[src/rtl/uart_pkg.sv]
// Shared UART definitions: FSM states, oversampling constants and word-length codes.
package uart_pkg;

    typedef enum logic [2:0] {
        ST_IDLE,
        ST_START,
        ST_DATA,
        ST_PARITY,
        ST_STOP
    } uart_state_t;

    localparam int OSM13_N    = 13;
    localparam int OSM16_N    = 16;
    localparam int OSM13_HALF = 6;
    localparam int OSM16_HALF = 8;

    localparam logic [1:0] WLS_5 = 2'b00;
    localparam logic [1:0] WLS_6 = 2'b01;
    localparam logic [1:0] WLS_7 = 2'b10;
    localparam logic [1:0] WLS_8 = 2'b11;

    // Terminal count of the 4-bit tick counter: a full bit period, or half of one for the start bit.
    function automatic logic [3:0] tick_last_val(input logic osm13, input logic half);
        int v;
        if (half)
            v = osm13 ? OSM13_HALF : OSM16_HALF;
        else
            v = osm13 ? OSM13_N : OSM16_N;
        return 4'(v - 1);
    endfunction

endpackage

[src/rtl/rx_sync.sv]
// Multi-flop synchronizer for the asynchronous serial line; resets to the idle (high) level.
module rx_sync #(
    parameter int SYNC_STAGES = 2
) (
    input  logic clk,
    input  logic rst,
    input  logic d,
    output logic q
);

    logic [SYNC_STAGES-1:0] ff;

    always_ff @(posedge clk) begin
        if (rst)
            ff <= '1;
        else
            ff <= {ff[SYNC_STAGES-2:0], d};
    end

    assign q = ff[SYNC_STAGES-1];

endmodule

[src/rtl/uart_rx_frame.sv]
// UART receive framer: oversampled start/data/parity/stop decode with parity, framing and break flags.
//  state     | meaning
//  ST_IDLE   | waiting for a falling edge on an armed line
//  ST_START  | counting to mid start bit, false starts drop back to idle
//  ST_DATA   | sampling 5..8 data bits, LSB first
//  ST_PARITY | sampling the parity bit
//  ST_STOP   | sampling the first stop bit, then reporting the frame
module uart_rx_frame
    import uart_pkg::*;
#(
    parameter int SYNC_STAGES = 2
) (
    input  logic       clk,
    input  logic       rst,
    input  logic       en,
    input  logic       OSM_SEL,
    input  logic       rx_tick,
    input  logic       rxd,
    input  logic [1:0] wls,
    input  logic       pen,
    input  logic       eps,
    output logic [7:0] rx_data,
    output logic       rx_valid,
    output logic       pe,
    output logic       fe,
    output logic       be,
    output logic       rx_busy
);

    uart_state_t state, state_nxt;

    logic       rxd_s;
    logic [3:0] tick_cnt;
    logic [2:0] bit_cnt;
    logic [7:0] shreg;
    logic       cfg_osm;
    logic [1:0] cfg_wls;
    logic       cfg_pen;
    logic       cfg_eps;
    logic       par_acc;
    logic       all_zero;
    logic       pe_frame;
    logic       armed;
    logic       tick_last;
    logic       sample;
    logic       start_go;

    rx_sync #(.SYNC_STAGES(SYNC_STAGES)) u_rx_sync (
        .clk (clk),
        .rst (rst),
        .d   (rxd),
        .q   (rxd_s)
    );

    assign tick_last = (tick_cnt == tick_last_val(cfg_osm, state == ST_START));
    assign sample    = rx_tick & tick_last;
    assign start_go  = en & ~rxd_s & armed;
    assign rx_busy   = (state != ST_IDLE);

    always_ff @(posedge clk) begin
        if (rst)
            state <= ST_IDLE;
        else
            state <= state_nxt;
    end

    always_comb begin
        state_nxt = state;
        case (state)
            ST_IDLE:   if (start_go) state_nxt = ST_START;
            ST_START:  if (sample) state_nxt = rxd_s ? ST_IDLE : ST_DATA;
            ST_DATA:   if (sample && bit_cnt == {1'b1, cfg_wls})
                           state_nxt = cfg_pen ? ST_PARITY : ST_STOP;
            ST_PARITY: if (sample) state_nxt = ST_STOP;
            ST_STOP:   if (sample) state_nxt = ST_IDLE;
            default:   state_nxt = ST_IDLE;
        endcase
        if (!en)
            state_nxt = ST_IDLE;
    end

    always_ff @(posedge clk) begin
        if (rst) begin
            tick_cnt <= '0;
            bit_cnt  <= '0;
            shreg    <= '0;
            cfg_osm  <= 1'b0;
            cfg_wls  <= WLS_5;
            cfg_pen  <= 1'b0;
            cfg_eps  <= 1'b0;
            par_acc  <= 1'b0;
            all_zero <= 1'b0;
            pe_frame <= 1'b0;
            armed    <= 1'b1;
            rx_data  <= '0;
            rx_valid <= 1'b0;
            pe       <= 1'b0;
            fe       <= 1'b0;
            be       <= 1'b0;
        end else begin
            rx_valid <= 1'b0;
            if (rxd_s)
                armed <= 1'b1;
            if (state == ST_IDLE) begin
                if (start_go) begin
                    tick_cnt <= '0;
                    bit_cnt  <= '0;
                    shreg    <= '0;
                    par_acc  <= 1'b0;
                    all_zero <= 1'b1;
                    pe_frame <= 1'b0;
                    cfg_osm  <= OSM_SEL;
                    cfg_wls  <= wls;
                    cfg_pen  <= pen;
                    cfg_eps  <= eps;
                end
            end else if (en && rx_tick) begin
                tick_cnt <= tick_last ? 4'd0 : tick_cnt + 4'd1;
                if (tick_last) begin
                    case (state)
                        ST_DATA: begin
                            shreg[bit_cnt] <= rxd_s;
                            bit_cnt        <= bit_cnt + 3'd1;
                            par_acc        <= par_acc ^ rxd_s;
                            all_zero       <= all_zero & ~rxd_s;
                        end
                        ST_PARITY: begin
                            pe_frame <= cfg_eps ? (par_acc ^ rxd_s) : ~(par_acc ^ rxd_s);
                            all_zero <= all_zero & ~rxd_s;
                        end
                        // A low stop sample on a break line must not restart until the line idles.
                        ST_STOP: begin
                            rx_valid <= 1'b1;
                            rx_data  <= shreg;
                            pe       <= pe_frame;
                            fe       <= ~rxd_s;
                            be       <= all_zero & ~rxd_s;
                            armed    <= 1'b0;
                        end
                        default: ;
                    endcase
                end
            end
        end
    end

endmodule

[config.mk]
export PLATFORM = sky130hd
export DESIGN_NAME = uart_rx_frame
export DESIGN_NICKNAME = d
export VERILOG_FILES = /design/src/rtl/uart_pkg.sv /design/src/rtl/rx_sync.sv /design/src/rtl/uart_rx_frame.sv
export SDC_FILE = /design/constraint.sdc
export NUM_CORES = 1
export LEC_CHECK = 0
export CAP_MARGIN = 0
export CORE_ASPECT_RATIO = 0.9
export CORE_MARGIN = 5
export CORE_UTILIZATION = 48
export CTS_CLUSTER_SIZE = 20
export DETAILED_ROUTE_END_ITERATION = 12
export GPL_TIMING_DRIVEN = 0
export PLACE_DENSITY = 0.72
export REMOVE_ABC_BUFFERS = 1
export SYNTH_ARGS = -nofsm -noshare
export SYNTH_HDL_FRONTEND = slang
export SYNTH_SLANG_ARGS = --single-unit
[constraint.sdc]
create_clock -name clk -period 2.8 [get_ports clk]
set_input_delay 0.56 -clock clk [delete_from_list [all_inputs] [get_ports clk]]
set_output_delay 0.56 -clock clk [all_outputs]
set_load 0.1 [all_outputs]
After elaboration in Yosys (flattened, before gate mapping)
Index checks and enable logic that the tools add are counted.
Widths: inputs -> output; s select.
- bits in registers: 41
- bits in latches: 0
- bits in writable memories: 0
- ROM bits: 0
- bits of input ports: 10
- output and inout bits: 13
- logic and storage cells: 114
- memories kept: 0
- add/subtract/negate cells: 3
- $mul: 0
- divide/modulo/power cells: 0
- order comparisons: 2
- eq/ne operators: 11
- shifts and indexed selects: 0
- muxes and demuxes: 49
- bitwise logic cells: 11
- reduce and logical (&&, ||, !) cells: 20
- operators by type and width (kind ; count):
    $mux 8 ; 5
    $mux 3 ; 11
    $mux 4 ; 7
    $mux 1 ; 22
    $reduce_and 4->1 ; 4
    $pmux 3 s5 ; 1
    $ne 2x2->1 const B ; 5
    $reduce_bool 2->1 ; 5
    $bwmux 8 ; 1
    $eq 3x2->1 const B ; 2
    $not 1->1 ; 6
    $reduce_and 5->1 ; 1
    $add 4x1->4 const B ; 1
    $and 1x1->1 ; 4
    $eq 4x4->1 ; 1
    $lt 3x4->1 const B ; 1
    $reduce_and 2->1 ; 2
    $reduce_or 2->1 ; 2
    $reduce_or 4->1 ; 1
    $sub 4x2->4 const B ; 1
    $add 3x1->3 const B ; 1
    $demux 1 s3 ; 1
    $eq 3x1->1 const B ; 1
    $eq 3x3->1 ; 1
    7 further kinds ; 9

Depth between registers and ports, before layout
Gate-level depths: netlist of run 1.
- word-level depth: 9
- mapped depth: 7
- mapped depth without buffers: 6

By module
Synthesis of run 1 repeated with hierarchy kept, for this count alone.
- cells, all modules: 235
- area total of the unflattened synthesis: 2057.0 µm²
- modules (own cells, without submodules) (module ; instances ; cells an instance ; area each (µm²) ; sequential area each (µm²)):
    uart_rx_frame ; 1 ; 231 ; 2004.4 ; 780.7
    rx_sync ; 1 ; 4 ; 52.6 ; 40.0

Worst setup path after synthesis of run 1
No wires, ideal clock.
- path kind: reg-to-reg
- start point: reg state[1]
- end point: reg tick_cnt[2]
- library setup time: 0.075 ns
- arrival time: 2.018 ns
- data required time: 2.725 ns
- path slack: 0.707 ns
- cell stages (with the launch flop): 8
- buffers on the path: 1
- period minus slack after synthesis: 2.093 ns
- cell sequence: dfxtp_1 > buf_2 > nor3_1 > inv_2 > nor2_4 > nor2_1 > or4b_1 > a31oi_1
- word-level cells in the longest chain between the ends: 7
- elaborated cells on any way between the ends: 11
- classes of those cells: 1 x add/sub; 3 x eq/ne; 4 x mux; 3 x reduce/logical
- RTL lines (what ; line ; RTL):
    start: declaration ; uart_rx_frame.sv:30 ; uart_state_t state, state_nxt;
    start signal: assignment ; uart_rx_frame.sv:64 ; state <= state_nxt;
    $eq 3x1->1 ; uart_rx_frame.sv:55 ; assign tick_last = (tick_cnt == tick_last_val(cfg_osm, state == ST_START));
    $mux 4 ; uart_pkg.sv:25 ; if (half)
    $sub 4x2->4 ; uart_pkg.sv:29 ; return 4'(v - 1);
    $eq 4x4->1 ; uart_rx_frame.sv:55 ;
    $mux 4 ; uart_rx_frame.sv:118 ; tick_cnt <= tick_last ? 4'd0 : tick_cnt + 4'd1;
    $mux 4 ; uart_rx_frame.sv:117 ; end else if (en && rx_tick) begin
    $mux 4 ; uart_rx_frame.sv:104 ; if (state == ST_IDLE) begin
    end signal: assignment ; uart_rx_frame.sv:118 ;
    end: declaration ; uart_rx_frame.sv:33 ; logic [3:0] tick_cnt;
Several ways; a longest one is shown, not always the timed one. The select of a mux whose other input is x is not followed.
A chain may end at the register's enable or synchronous reset.

Worst setup path after layout of run 1
- start point: reg state[1]
- end point: out rx_busy
- word-level cells in the longest chain between the ends: 1
- RTL lines (what ; line ; RTL):
    $reduce_bool 3->1 ; uart_rx_frame.sv:58 ; assign rx_busy = (state != ST_IDLE);
    end: declaration ; uart_rx_frame.sv:27 ; output logic rx_busy
No other way between the ends.

==> summary.txt, run 1 <==
STA
  – Peak Freq: 0.383 GHz
  – Max Slew Vio Count: 0
  – Setup ws final: between 0.15 and 0.2 ns
  – RSZ-0062 raised after global routing: false
  – Slew HR: 0.354
  – Clk_skew: 0.00414 ns
  – Setup TNS: 0 ns
  – Tcrit/Tclk final: 0.933
  – Fin. Hold Viols: 0
  – Tmin final: approximately 2.6 ns
  – Final setup fails: 0
  – Worst-Margin Slew: approximately 0.97 ns

Job
  – Max Cap Viol: 0

Die
  – Initial core utilization: 0.499
  – DIE AREA: between 5000 and 6000 µm²
  – Top-Level Pins: 23
  – FP Rows: 22
  – Core Region: 4100 µm²
  – Die X: around 79 µm
  – Chip height: 72.0 µm

Global routing
  – Largest net degree at the start of global routing: 25
  – Initial antenna violation count: 0
  – Number of global-route vias before repair: 1588
  – Met1 Use GR: 0.216
  – First-pass GRT wire length: 7350 µm
  – GRT overflow: 0
  – Busiest layer in global routing: met2
  – Met2 usage: 0.248
  – Met3 Use GR: 0.0385
  – GRT Total Usage: 0.160

Critical path
  – CP delay by family, top: buffers and inverters
  – Crit-path cells: nor3_1, inv_2, clkdlybuf4s15_2
  – Worst setup EP type: primary output
  – CP arrival: between 2 and 2.5 ns
  – Worst Path Required: around 2.2 ns
  – Largest stage delay, worst path: ~0.77 ns
  – Critical path peak fanout: 20
  – Worst path slowest cell: dfxtp_1
  – CP Class: reg2out
  – Buf+Inv Stages, Crit Path: 2
  – Startpoint types: flop

Yosys
  – Ys async rst share: 0
  – Cell taking the most area after synthesis: dfxtp_1
  – Sequential fraction of the synthesis area: 0.401
  – Mapped Area: between 2000 and 2500 µm²
  – Ys Warns: 0
  – Ranking of synthesized cells by area: dfxtp_1, mux2i_1, nor2_1
  – EDFF count, synth: 0
  – Syn Inst Count: between 200 and 250
  – Yosys cell types: slightly below 50
  – Synth top cells by count: dfxtp_1, nor2_1, nand2_1, inv_1, clkbuf_1
  – Synth Area per Inst: around 8.5 µm²
  – Synthesized flop and latch total: a little over 40
  – Top_reg_cell synth: dfxtp_1
  – Synth top area share: 0.401
  – Count leader, synth: dfxtp_1

Detailed routing
  – Drt first pass iters: 4
  – 1st-iter DRT viols: 136
  – Routed len/inst: 14.3 µm
  – DRC errors left: 0
  – Final WL: ~4300 µm
  – Vias per std cell: 5.84
  – Remaining antenna violation count: 0
  – Via count: between 1500 and 2000

CTS
  – CTS max path bufs: 2
  – Clk sink count: 41
  – CTS tree: yes
  – Hold_buf cts: 0
  – TritonCTS Buffers: 5
  – Root buf cell: clkbuf_8
  – H-Tree Depth: 2
  – Clock latency on the worst-skew pair: 0.29 ns
  – CTS clock-pin slew for the worst setup and hold paths: ~0.080 ns

Status
  – Outcome: completed

Placement
  – Worst slack, placed: -0.0971 ns
  – Hpwl dp: between 2000 and 3000 µm
  – Number of port buffers: 22
  – Routability congestion estimate: 0.875

Finish
  – Nets: 267
  – Share of layout cells above drive strength 1: 0.0827
  – # fillers: 390
  – Syn-to-layout area delta: 15.6%
  – Antenna Cells: 0

Min path
  – Worst hold-check path type: reg2reg

Power and ir drop
  – Peak VDD IR: 349 µV
  – Power Density: 430 nW/µm²
  – P_leak: 0.759 nW
-- state kept, by name, summed over array words and instances, names as in the netlist --
name / cells
be: 1
cfg_wls: 2
state: 3
fe: 1
shreg: 8
all_zero: 1
armed: 1
rx_valid: 1
u_rx_sync.ff: 2
pe: 1
rx_data: 8
cfg_eps: 1
cfg_pen: 1
tick_cnt: 4
par_acc: 1
bit_cnt: 3
pe_frame: 1
cfg_osm: 1
-- metrics by stage --
stage / utilization / total power [mW] / hold WS [ns] / cell area, µm² / cells
6_report: 0.577 / 1.02 / 0.421 / 2370 / 302
5_1_grt: 0.577 / 1.06 / 0.446 / 2370 / 302
4_1_cts: 0.571 / 1.02 / 0.427 / 2340 / 301
3_5_place_dp: 0.552 / 0.672 / 0.409 / 2270 / 295
3_3_place_gp: 0.549 / 0.669 / 0.392 / 2250 / 294
2_1_floorplan: - / 0.637 / 0.389 / 1970 / 224
-- what timing repair did --
item / in CTS / in global routing
cloned: 0 / 0
setup endpoints to repair: 2 / 9
buffers inserted: 0 / 1
endpoints found under the hold margin: 0 / 0
resized for setup: 3 / 1
pin swaps: 1 / 1
-- routing by layer --
layer / routed length [µm] / part of all wire
met2: 1920 / 0.44
met5: 0 / 0
met4: 74 / 0.017
met1: 2090 / 0.48
met3: 236 / 0.055
-- area by class of cell --
cell class              count  area, µm²  share of cell area
clock inverters             1       5.00             0.00211
multi-input cells         168       1100               0.465
flip-flops and latches     41        821               0.347
clock buffers               5       68.8              0.0291
inverters                  15       56.3              0.0238
well taps                  48       60.1              0.0254
repair buffers             24        256               0.108
-- power by group --
group | internal (mW) | switching, mW | leakage [nW] | total [mW]
Clock | 0.164 | 0.194 | 0.0399 | 0.359
Combinational | 0.0266 | 0.0392 | 0.388 | 0.0657
Sequential | 0.587 | 0.00613 | 0.331 | 0.593
Total | 0.777 | 0.240 | 0.759 | 1.02
-- cells in the final DEF, fill, tap and decap left out, types with 2 or more instances in the layout --
| cell | synthesis | routed |
|---|---|---|
| nand2b_1 | 6 | 6 |
| or2_2 | 2 | 2 |
| a21oi_1 | 11 | 11 |
| nand3b_1 | 3 | 3 |
| o32ai_1 | 5 | 5 |
| a21boi_0 | 5 | 5 |
| or3_1 | 3 | 3 |
| mux2i_1 | 11 | 11 |
| a2bb2oi_1 | 2 | 2 |
| nor2_1 | 25 | 25 |
| nor3b_1 | 2 | 2 |
| nand2_1 | 18 | 18 |
| a211o_1 | 3 | 3 |
| dfxtp_1 | 41 | 41 |
| ha_1 | 2 | 2 |
| o41ai_1 | 2 | 2 |
| inv_1 | 14 | 14 |
| a31oi_1 | 4 | 4 |
| nor2b_1 | 2 | 2 |
| clkdlybuf4s50_1 | 0 | 21 |
| o31ai_1 | 4 | 4 |
| o21ai_0 | 11 | 11 |
| nand3_1 | 6 | 6 |
| or3b_2 | 3 | 3 |
| clkbuf_8 | 0 | 5 |
| xor2_1 | 2 | 2 |
| nor3_1 | 7 | 7 |
| nand4_1 | 5 | 5 |
| xnor2_1 | 5 | 5 |
-- cell families (layout without fill, tap and decap cells) --
logic type               count (synthesis)  after routing  synth area share
AND/OR/NAND/NOR                         88             88             0.230
AO/OA/AOI/OAI                           60             60             0.208
flip-flops                              41             41             0.401
buffers and inverters                   31             45            0.0648
multiplexers                            11             11            0.0538
XOR/XNOR                                 7              7            0.0300
adder cells (fa/ha/maj)                  2              2            0.0122
-- worst paths after layout --
path / startpoint / to / slack (ns) / cells past startpoint
setup / recovery: state[1] / rx_busy / 0.19 / 3
hold reg to reg: u_rx_sync.ff[0] / u_rx_sync.ff[1] / 0.42 / 1
hold / removal: u_rx_sync.ff[0] / u_rx_sync.ff[1] / 0.42 / 1
setup reg to reg: state[1] / tick_cnt[3] / 0.34 / 5
No activity file was read; power rests on OpenSTA's default activity.
==> run 2, diff against run 1 <==
--- a/config.mk
+++ b/config.mk
@@ -5,7 +5,7 @@
 export SDC_FILE = /design/constraint.sdc
 export NUM_CORES = 1
 export LEC_CHECK = 0
-export CAP_MARGIN = 0
+export CAP_MARGIN = 5
 export CORE_ASPECT_RATIO = 0.9
 export CORE_MARGIN = 5
 export CORE_UTILIZATION = 48
==> results of run 2 <==
The final DEF is identical to that of run 1; final timing and power are the same.
